<file path="src/rtl/csum_arbiter.sv">
// Two-requester round-robin arbiter that time-shares one complex half-sum datapath
// ((A+B)>>>1 per component) into a single registered, back-pressurable result slot.
module csum_arbiter #(
    parameter int DataWidth = 16,
    parameter int TagWidth  = 4
) (
    input  logic                        clk,
    input  logic                        rst_n,

    input  logic                        req0_valid,
    output logic                        req0_ready,
    input  logic signed [DataWidth-1:0] req0_re1,
    input  logic signed [DataWidth-1:0] req0_im1,
    input  logic signed [DataWidth-1:0] req0_re2,
    input  logic signed [DataWidth-1:0] req0_im2,
    input  logic        [TagWidth-1:0]  req0_tag,

    input  logic                        req1_valid,
    output logic                        req1_ready,
    input  logic signed [DataWidth-1:0] req1_re1,
    input  logic signed [DataWidth-1:0] req1_im1,
    input  logic signed [DataWidth-1:0] req1_re2,
    input  logic signed [DataWidth-1:0] req1_im2,
    input  logic        [TagWidth-1:0]  req1_tag,

    output logic                        out_valid,
    input  logic                        out_ready,
    output logic signed [DataWidth-1:0] out_re,
    output logic signed [DataWidth-1:0] out_im,
    output logic                        out_src,
    output logic        [TagWidth-1:0]  out_tag,

    output logic                        dbg_state
);

    // Handshake: a transfer on any port happens in a cycle where valid and ready are
    // both 1 at the rising edge; valid never waits on ready, ready may depend on valid.

    typedef enum logic {
        EMPTY = 1'b0,
        FULL  = 1'b1
    } state_t;

    state_t state;
    logic   last_grant;
    logic   [15:0] grant_cnt0;
    logic   [15:0] grant_cnt1;

    logic accept;
    logic grant;
    logic winner;

    logic signed [DataWidth-1:0] sel_re1;
    logic signed [DataWidth-1:0] sel_im1;
    logic signed [DataWidth-1:0] sel_re2;
    logic signed [DataWidth-1:0] sel_im2;
    logic        [TagWidth-1:0]  sel_tag;
    logic        [DataWidth:0]   sum_re;
    logic        [DataWidth:0]   sum_im;

    // The slot can take a new result when empty or when it drains this same cycle.
    // Gating with rst_n keeps both readies low while reset is held.
    always_comb begin
        accept = (state == EMPTY) || out_ready;
        grant  = rst_n && accept && (req0_valid || req1_valid);
        if (req0_valid && req1_valid) begin
            winner = ~last_grant;
        end else begin
            winner = req1_valid;
        end
    end

    assign req0_ready = grant & ~winner;
    assign req1_ready = grant &  winner;

    always_comb begin
        if (winner) begin
            sel_re1 = req1_re1;
            sel_im1 = req1_im1;
            sel_re2 = req1_re2;
            sel_im2 = req1_im2;
            sel_tag = req1_tag;
        end else begin
            sel_re1 = req0_re1;
            sel_im1 = req0_im1;
            sel_re2 = req0_re2;
            sel_im2 = req0_im2;
            sel_tag = req0_tag;
        end
    end

    // One extra bit of headroom, then drop the LSB: floor((a+b)/2) that can never overflow.
    always_comb begin
        sum_re = {sel_re1[DataWidth-1], sel_re1} + {sel_re2[DataWidth-1], sel_re2};
        sum_im = {sel_im1[DataWidth-1], sel_im1} + {sel_im2[DataWidth-1], sel_im2};
    end

    always_ff @(posedge clk or negedge rst_n) begin
        if (!rst_n) begin
            state      <= EMPTY;
            last_grant <= 1'b1;
            out_re     <= '0;
            out_im     <= '0;
            out_src    <= 1'b0;
            out_tag    <= '0;
            grant_cnt0 <= '0;
            grant_cnt1 <= '0;
        end else if (grant) begin
            state      <= FULL;
            last_grant <= winner;
            out_re     <= sum_re[DataWidth:1];
            out_im     <= sum_im[DataWidth:1];
            out_src    <= winner;
            out_tag    <= sel_tag;
            if (!winner && grant_cnt0 != 16'hFFFF) begin
                grant_cnt0 <= grant_cnt0 + 16'd1;
            end
            if (winner && grant_cnt1 != 16'hFFFF) begin
                grant_cnt1 <= grant_cnt1 + 16'd1;
            end
        end else if (out_ready) begin
            // Drain without refill; result fields stay as they were.
            state <= EMPTY;
        end
    end

    assign out_valid = (state == FULL);
    assign dbg_state = state;

endmodule

</file>
<file path="config.mk">
export PLATFORM = sky130hd
export DESIGN_NAME = csum_arbiter
export DESIGN_NICKNAME = d
export VERILOG_FILES = /design/src/rtl/csum_arbiter.sv
export SDC_FILE = /design/constraint.sdc
export NUM_CORES = 1
export LEC_CHECK = 0
export CAP_MARGIN = 20
export CORE_MARGIN = 3
export CORE_UTILIZATION = 37
export DETAILED_ROUTE_END_ITERATION = 8
export PLACE_DENSITY = 0.71
export SLEW_MARGIN = 20
export SYNTH_ARGS = -nofsm -noshare
export SYNTH_HDL_FRONTEND = slang
export SYNTH_SLANG_ARGS = --single-unit
</file>
<file path="constraint.sdc">
create_clock -name clk -period 8.1 [get_ports clk]
set_clock_uncertainty 0.2 [all_clocks]
set_input_delay 0.81 -clock clk [delete_from_list [all_inputs] [get_ports clk]]
set_output_delay 0.81 -clock clk [all_outputs]
set_load 0.01 [all_outputs]
</file>
==> results.sh, run 1 <==
export IMPL_worst_setup_path_type="in -> reg"
export IMPL_worstPathRequired_ps=8040
export IMPL_track_usage_pct=17.62
export IMPL_antenna_found_initial=0
export IMPL_dieArea_um2=11090
export IMPL_grt_pass1_wl_mm=16.48
export IMPL_ff2ff_path_depth=11
export IMPL_min_path_type="reg -> reg"
export IMPL_critical_path_max_fanout=49
export IMPL_n_fill_cell=872
export IMPL_grt_max_degree=79
export IMPL_cts_buffers=5
export IMPL_core_area_um2=9415
export IMPL_final_cell_area_um2=5637
export IMPL_crit_arrival_ps=4900
export IMPL_critPathCapture="out_im[15]"
export IMPL_ys_flop_type="dfrtp_1"
export IMPL_clk_latency_ps=280
export IMPL_ys_seq_area_share_pct=26.77
export IMPL_hold_violations=0
export IMPL_htreeDepth=2
export IMPL_num_antenna_cells=0
export IMPL_antenna_left=0
export IMPL_cts_setup_buffers=0
export IMPL_first_iter_violations=99
export IMPL_leakage_uw=0.002333
export IMPL_portBuffers=181
export IMPL_viasPerCell=5.148
export IMPL_wire_per_inst_um=14.68
export IMPL_synth_edf_count=0
export IMPL_area_growth_pct=54.44
export IMPL_dp_hpwl_mm=8.545
export IMPL_postSynthAreaPerCell_um2=9.240
export IMPL_clk_pin_slew_worst_paths_ps=70
export IMPL_worstReg2RegEnd="out_im[15]"
export IMPL_finalCriticalPeriod_ps=4961
export IMPL_yosysMostFrequentCell="mux2_2"
export IMPL_fp_row_count=35
export IMPL_gp_congestion=0.8397
export IMPL_grt_overflow=0
export IMPL_power_density_nw_per_um2=174.6
export IMPL_setup_tns_ps=0
export IMPL_status="finished, final reports clean"
export IMPL_yosysUniqueCellTypes=52
export IMPL_post_cts_resized=0
export IMPL_cts_path_max_buffers=2
export IMPL_yosysWarnings=0
export IMPL_fin_util_pct=59.87
export IMPL_hold_buffers=0
export IMPL_rsz0062_at_grt="false"
export IMPL_die_w_um=105.3
export IMPL_multiInputGateArea_um2=2572
export IMPL_maxCapViolCount=0
export IMPL_ys_top_cells_by_count="62 x mux2_2, 48 x nand2_1, 38 x dfrtp_1"
export IMPL_drive_above_1_share_pct=14.99
export IMPL_ys_ff_latch=39
export IMPL_finalNetCount=739
export IMPL_peakVddDrop_mv=0.08325
export IMPL_setup_ws_ps=3139
export IMPL_yosysTopAreaCell="dfrtp_1"
export IMPL_crit_path_start_kind="primary input"
export IMPL_report_final_slew_viol_count=0
export IMPL_period_share_pct=61.25
export IMPL_rrSetupSlack_ps=3780
export IMPL_routed_wl_mm=10.22
export IMPL_cts_tree="done"
export IMPL_r2r_start="last_grant"
export IMPL_synth_fp_nets=568
export IMPL_first_global_vias=3531
export IMPL_worstSetupEndpointType="flip-flop"
export IMPL_post_place_ws_ps=2838
export IMPL_async_flop_share_pct=100.0
export IMPL_syn_area_um2=3650
export IMPL_finalSetupViolCount=0
export IMPL_place_area_um2=5555
export IMPL_synthCells=395
export IMPL_chipHeight_um=105.3
export IMPL_max_slew_margin_pct=40.05
export IMPL_ioPinCount=182
export IMPL_drc=0
export IMPL_seq_area_um2=977.2
export IMPL_dr_pass1_iters=4
export IMPL_root_buffer="clkbuf_8"
export IMPL_fmax_mhz=201.6
export IMPL_dr_total_vias=3583
export IMPL_synth_area_leaders="dfrtp_1 26%, mux2_2 19%, ha_1 10%"
export IMPL_synth_top_area_share_pct=26.05
export IMPL_clock_sinks=39
export IMPL_initial_utilization_pct=38.76
export IMPL_crit_start="req1_valid"
export IMPL_hold_depth=1
export IMPL_worstMarginPinSlew_ps=899.3
==> worst min-delay path by stage <==
stage | startpoint | endpoint
floorplan | last_grant | last_grant
global route | out_im[7] | out_im[7]
global placement | out_src | out_src
finish | out_src | out_src
CTS | out_src | out_src
detailed placement | out_src | out_src
==> cell families after synthesis <==
family                     Yosys count  share of synthesized area (%)
AOI/OAI and AO/OA                  100                          17.90
xor gates and xnor gates            25                          5.999
adders and majority gates           32                          11.38
buffers and inverters               25                          3.017
DFF                                 39                          26.77
muxes                               71                          21.94
and+or+nand+nor                    103                          12.99
==> state kept, by name, summed over array words and instances (netlist names) <==
signal,cells
out_tag,4
out_re,16
out_im,16
last_grant,1
out_src,1
dbg_state,1
==> layout make-up <==
class | instances | share of cell area, %
tap | 129 | 2.863
sequential | 39 | 17.34
multi-input combinational | 331 | 45.64
inverter | 6 | 0.3996
timing repair buffer | 183 | 32.32
clock buffer | 7 | 1.354
clock inverter | 1 | 0.08879
==> critical path, cell delays in order <==
cell	delay (ps)
clkdlybuf4s50_1	480
a21boi_4	620
buf_4	630
mux2_2	410
ha_1	400
a21oi_1	130
o21ai_0	360
nor3b_1	330
o21ai_0	180
a31o_2	240
a31oi_1	150
o21ai_0	90
==> report_power, final <==
| group | total [uW] | switching [uW] | internal [uW] |
|---|---|---|---|
| logic | 570 | 254 | 316 |
| registers | 290 | 33.9 | 256 |
| clock network | 124 | 64.0 | 60.5 |
==> layout by cell type, fill, tap and decap left out, types with 12 or more instances in the layout <==
cell and instances:
xnor2_1 17, o21ai_0 37, nand2_1 48, ha_1 30
clkdlybuf4s50_1 180, dfrtp_1 38, a21oi_1 18, mux2_2 62
nor2_1 14, a21o_1 12
==> metrics by stage <==
stage | total power, uW | instances | hold WS (ps)
2_1_floorplan | 601.1 | 395 | 301.2
3_3_place_gp | 853.5 | 688 | 260.6
3_5_place_dp | 869.2 | 688 | 265.1
4_1_cts | 999.9 | 696 | 282.0
5_1_grt | 1066 | 696 | 301.8
6_report | 984.4 | 696 | 278.1
==> layer usage <==
metal	global-route usage, %	wire (um)
met4	1.406	8
met2	32.83	5277
met3	4.960	741
met5	0	0
met1	20.75	4189
Power figures use the tool's default switching activity.
==> run 2, diff against run 1 <==
--- a/config.mk
+++ b/config.mk
@@ -9,7 +9,7 @@
 export CORE_MARGIN = 3
 export CORE_UTILIZATION = 37
 export DETAILED_ROUTE_END_ITERATION = 8
-export PLACE_DENSITY = 0.71
+export PLACE_DENSITY = 0.74
 export SLEW_MARGIN = 20
 export SYNTH_ARGS = -nofsm -noshare
 export SYNTH_HDL_FRONTEND = slang
==> constraint.sdc (replaced) <==
create_clock -name clk -period 4.2 [get_ports clk]
set_clock_uncertainty 0.2 [all_clocks]
set_input_delay 0.42 -clock clk [delete_from_list [all_inputs] [get_ports clk]]
set_output_delay 0.42 -clock clk [all_outputs]
set_load 0.01 [all_outputs]
==> run 2 against run 1 <==
Against the previous run: the flow now finishes with violations (hold timing); die area unchanged; sequential cell count unchanged; via count down 0.70%; first-iteration DRC count up 11%; count of clock-buffer cells in the layout down 1; power up 100%; routed wire length down 1.1%; non-clock buffer count up 5; cell area up 1.8%.
==> results.sh, run 2 (same netlist as run 1, synthesis figures left out) <==
export IMPL_initial_utilization_pct=38.76
export IMPL_maxCapViolCount=0
export IMPL_hold_buffers=0
export IMPL_worstSetupEndpointType="flip-flop"
export IMPL_n_fill_cell=816
export IMPL_dieArea_um2=11090
export IMPL_drc=0
export IMPL_num_antenna_cells=0
export IMPL_cts_buffers=5
export IMPL_crit_start="req1_valid"
export IMPL_cts_setup_buffers=0
export IMPL_grt_overflow=0
export IMPL_antenna_found_initial=0
export IMPL_violations="hold timing"
export IMPL_grt_pass1_wl_mm=16.37
export IMPL_largestRegisters="out_im x16, out_re x16, out_tag x4"
export IMPL_hold_violations=3
export IMPL_clk_latency_ps=270
export IMPL_finalSetupViolCount=0
export IMPL_cts_path_max_buffers=2
export IMPL_setup_tns_ps=0
export IMPL_place_area_um2=5618
export IMPL_drive_above_1_share_pct=16.08
export IMPL_ioPinCount=182
export IMPL_routed_wl_mm=10.11
export IMPL_dr_pass1_iters=4
export IMPL_area_growth_pct=57.15
export IMPL_hold_slack_ps=-3.926
export IMPL_worstPathRequired_ps=4130
export IMPL_root_buffer="clkbuf_8"
export IMPL_status="finished with violations"
export IMPL_portBuffers=181
export IMPL_worstReg2RegEnd="out_re[11]"
export IMPL_dr_total_vias=3558
export IMPL_fmax_mhz=269.3
export IMPL_cts_tree="done"
export IMPL_grt_max_degree=77
export IMPL_power_density_nw_per_um2=345.3
export IMPL_wire_per_inst_um=14.42
export IMPL_min_path_type="in -> async"
export IMPL_finalCriticalPeriod_ps=3713
export IMPL_report_final_slew_viol_count=0
export IMPL_ff2ff_path_depth=12
export IMPL_die_w_um=105.3
export IMPL_gp_congestion=0.8878
export IMPL_post_cts_resized=0
export IMPL_worst_setup_path_type="in -> reg"
export IMPL_crit_arrival_ps=3650
export IMPL_period_share_pct=88.41
export IMPL_track_usage_pct=17.48
export IMPL_layout_commonest_cell="clkdlybuf4s50_1"
export IMPL_worstMarginPinSlew_ps=632.9
export IMPL_viasPerCell=5.076
export IMPL_r2r_start="last_grant"
export IMPL_finalNetCount=744
export IMPL_dp_hpwl_mm=8.464
export IMPL_rrSetupSlack_ps=750
export IMPL_final_cell_mix="180 x clkdlybuf4s50_1, 62 x mux2_2, 48 x nand2_1, 38 x dfrtp_1, 37 x o21ai_0"
export IMPL_first_iter_violations=110
export IMPL_chipHeight_um=105.3
export IMPL_fp_row_count=35
export IMPL_critical_path_max_fanout=20
export IMPL_rsz0062_at_grt="false"
export IMPL_peakVddDrop_mv=0.1848
export IMPL_max_slew_margin_pct=57.81
export IMPL_leakage_uw=0.002385
export IMPL_antenna_left=0
export IMPL_clk_pin_slew_worst_paths_ps=70
export IMPL_core_area_um2=9415
export IMPL_first_global_vias=3595
export IMPL_htreeDepth=2
export IMPL_final_cell_area_um2=5736
export IMPL_crit_path_start_kind="primary input"
export IMPL_clock_sinks=39
==> run 2: changes by cell type in the layout (fill, tap and decap cells not counted), sizes merged <==
cell | previous run | this run
buf | 3 | 8
bufinv | 0 | 1
clkbuf | 7 | 6
==> run 2: power breakdown <==
part           switching [uW]  leakage (uW)  internal [uW]  total, uW
sequential               68.3      0.000477            495        563
combinational             484       0.00185            620       1100
clock                     121     0.0000612            192        314
==> run 2: how the worst max path moves through the flow <==
stage | endpoint | cells after the start
after floorplan | out_re[7] | 12
after global placement | out_im[15] | 13
after detailed placement | out_re[7] | 13
after CTS | out_re[7] | 13
after global routing | out_im[15] | 13
final | out_re[11] | 13
==> run 2: critical path, stage by stage <==
cell and delay, ps:
clkdlybuf4s50_1 480, a21boi_4 210, buf_12 210, buf_4 210
mux2_2 350, ha_1 380, a21o_1 190, a21oi_1 240
o21bai_1 170, a211oi_1 380, nor2_1 140, xnor2_1 160
o21ai_0 90
==> run 2: through the flow <==
stage          worst slack (ps)  std cells  util, %  total power [uW]
2_1_floorplan             807.2        395        -              1159
6_report                  486.6        701    60.92              1980
4_1_cts                   506.9        701    60.92              2006
5_1_grt                   246.6        701    60.92              2133
3_5_place_dp              197.5        693    59.67              1682
3_3_place_gp              362.0        693    59.67              1652
==> run 2: final cells by class <==
| cell class | instances | area (um2) | area share (%) |
|---|---|---|---|
| clock buffers | 6 | 82.58 | 1.440 |
| inverters | 6 | 22.52 | 0.3927 |
| well taps | 129 | 161.4 | 2.814 |
| repair buffers | 188 | 1884 | 32.85 |
| flip-flops and latches | 39 | 977.2 | 17.04 |
| multi-input cells | 331 | 2572 | 44.85 |
| clock inverters | 2 | 35.03 | 0.6108 |
==> run 2: per-layer routing <==
layer	vias to the layer above	part of all wire, %	GRT usage, %
met5	-	0	0
met4	0	0.76	2.718
met3	6	6.9	4.225
met2	123	50	30.87
met1	1648	43	21.92
li1	1781	-	-
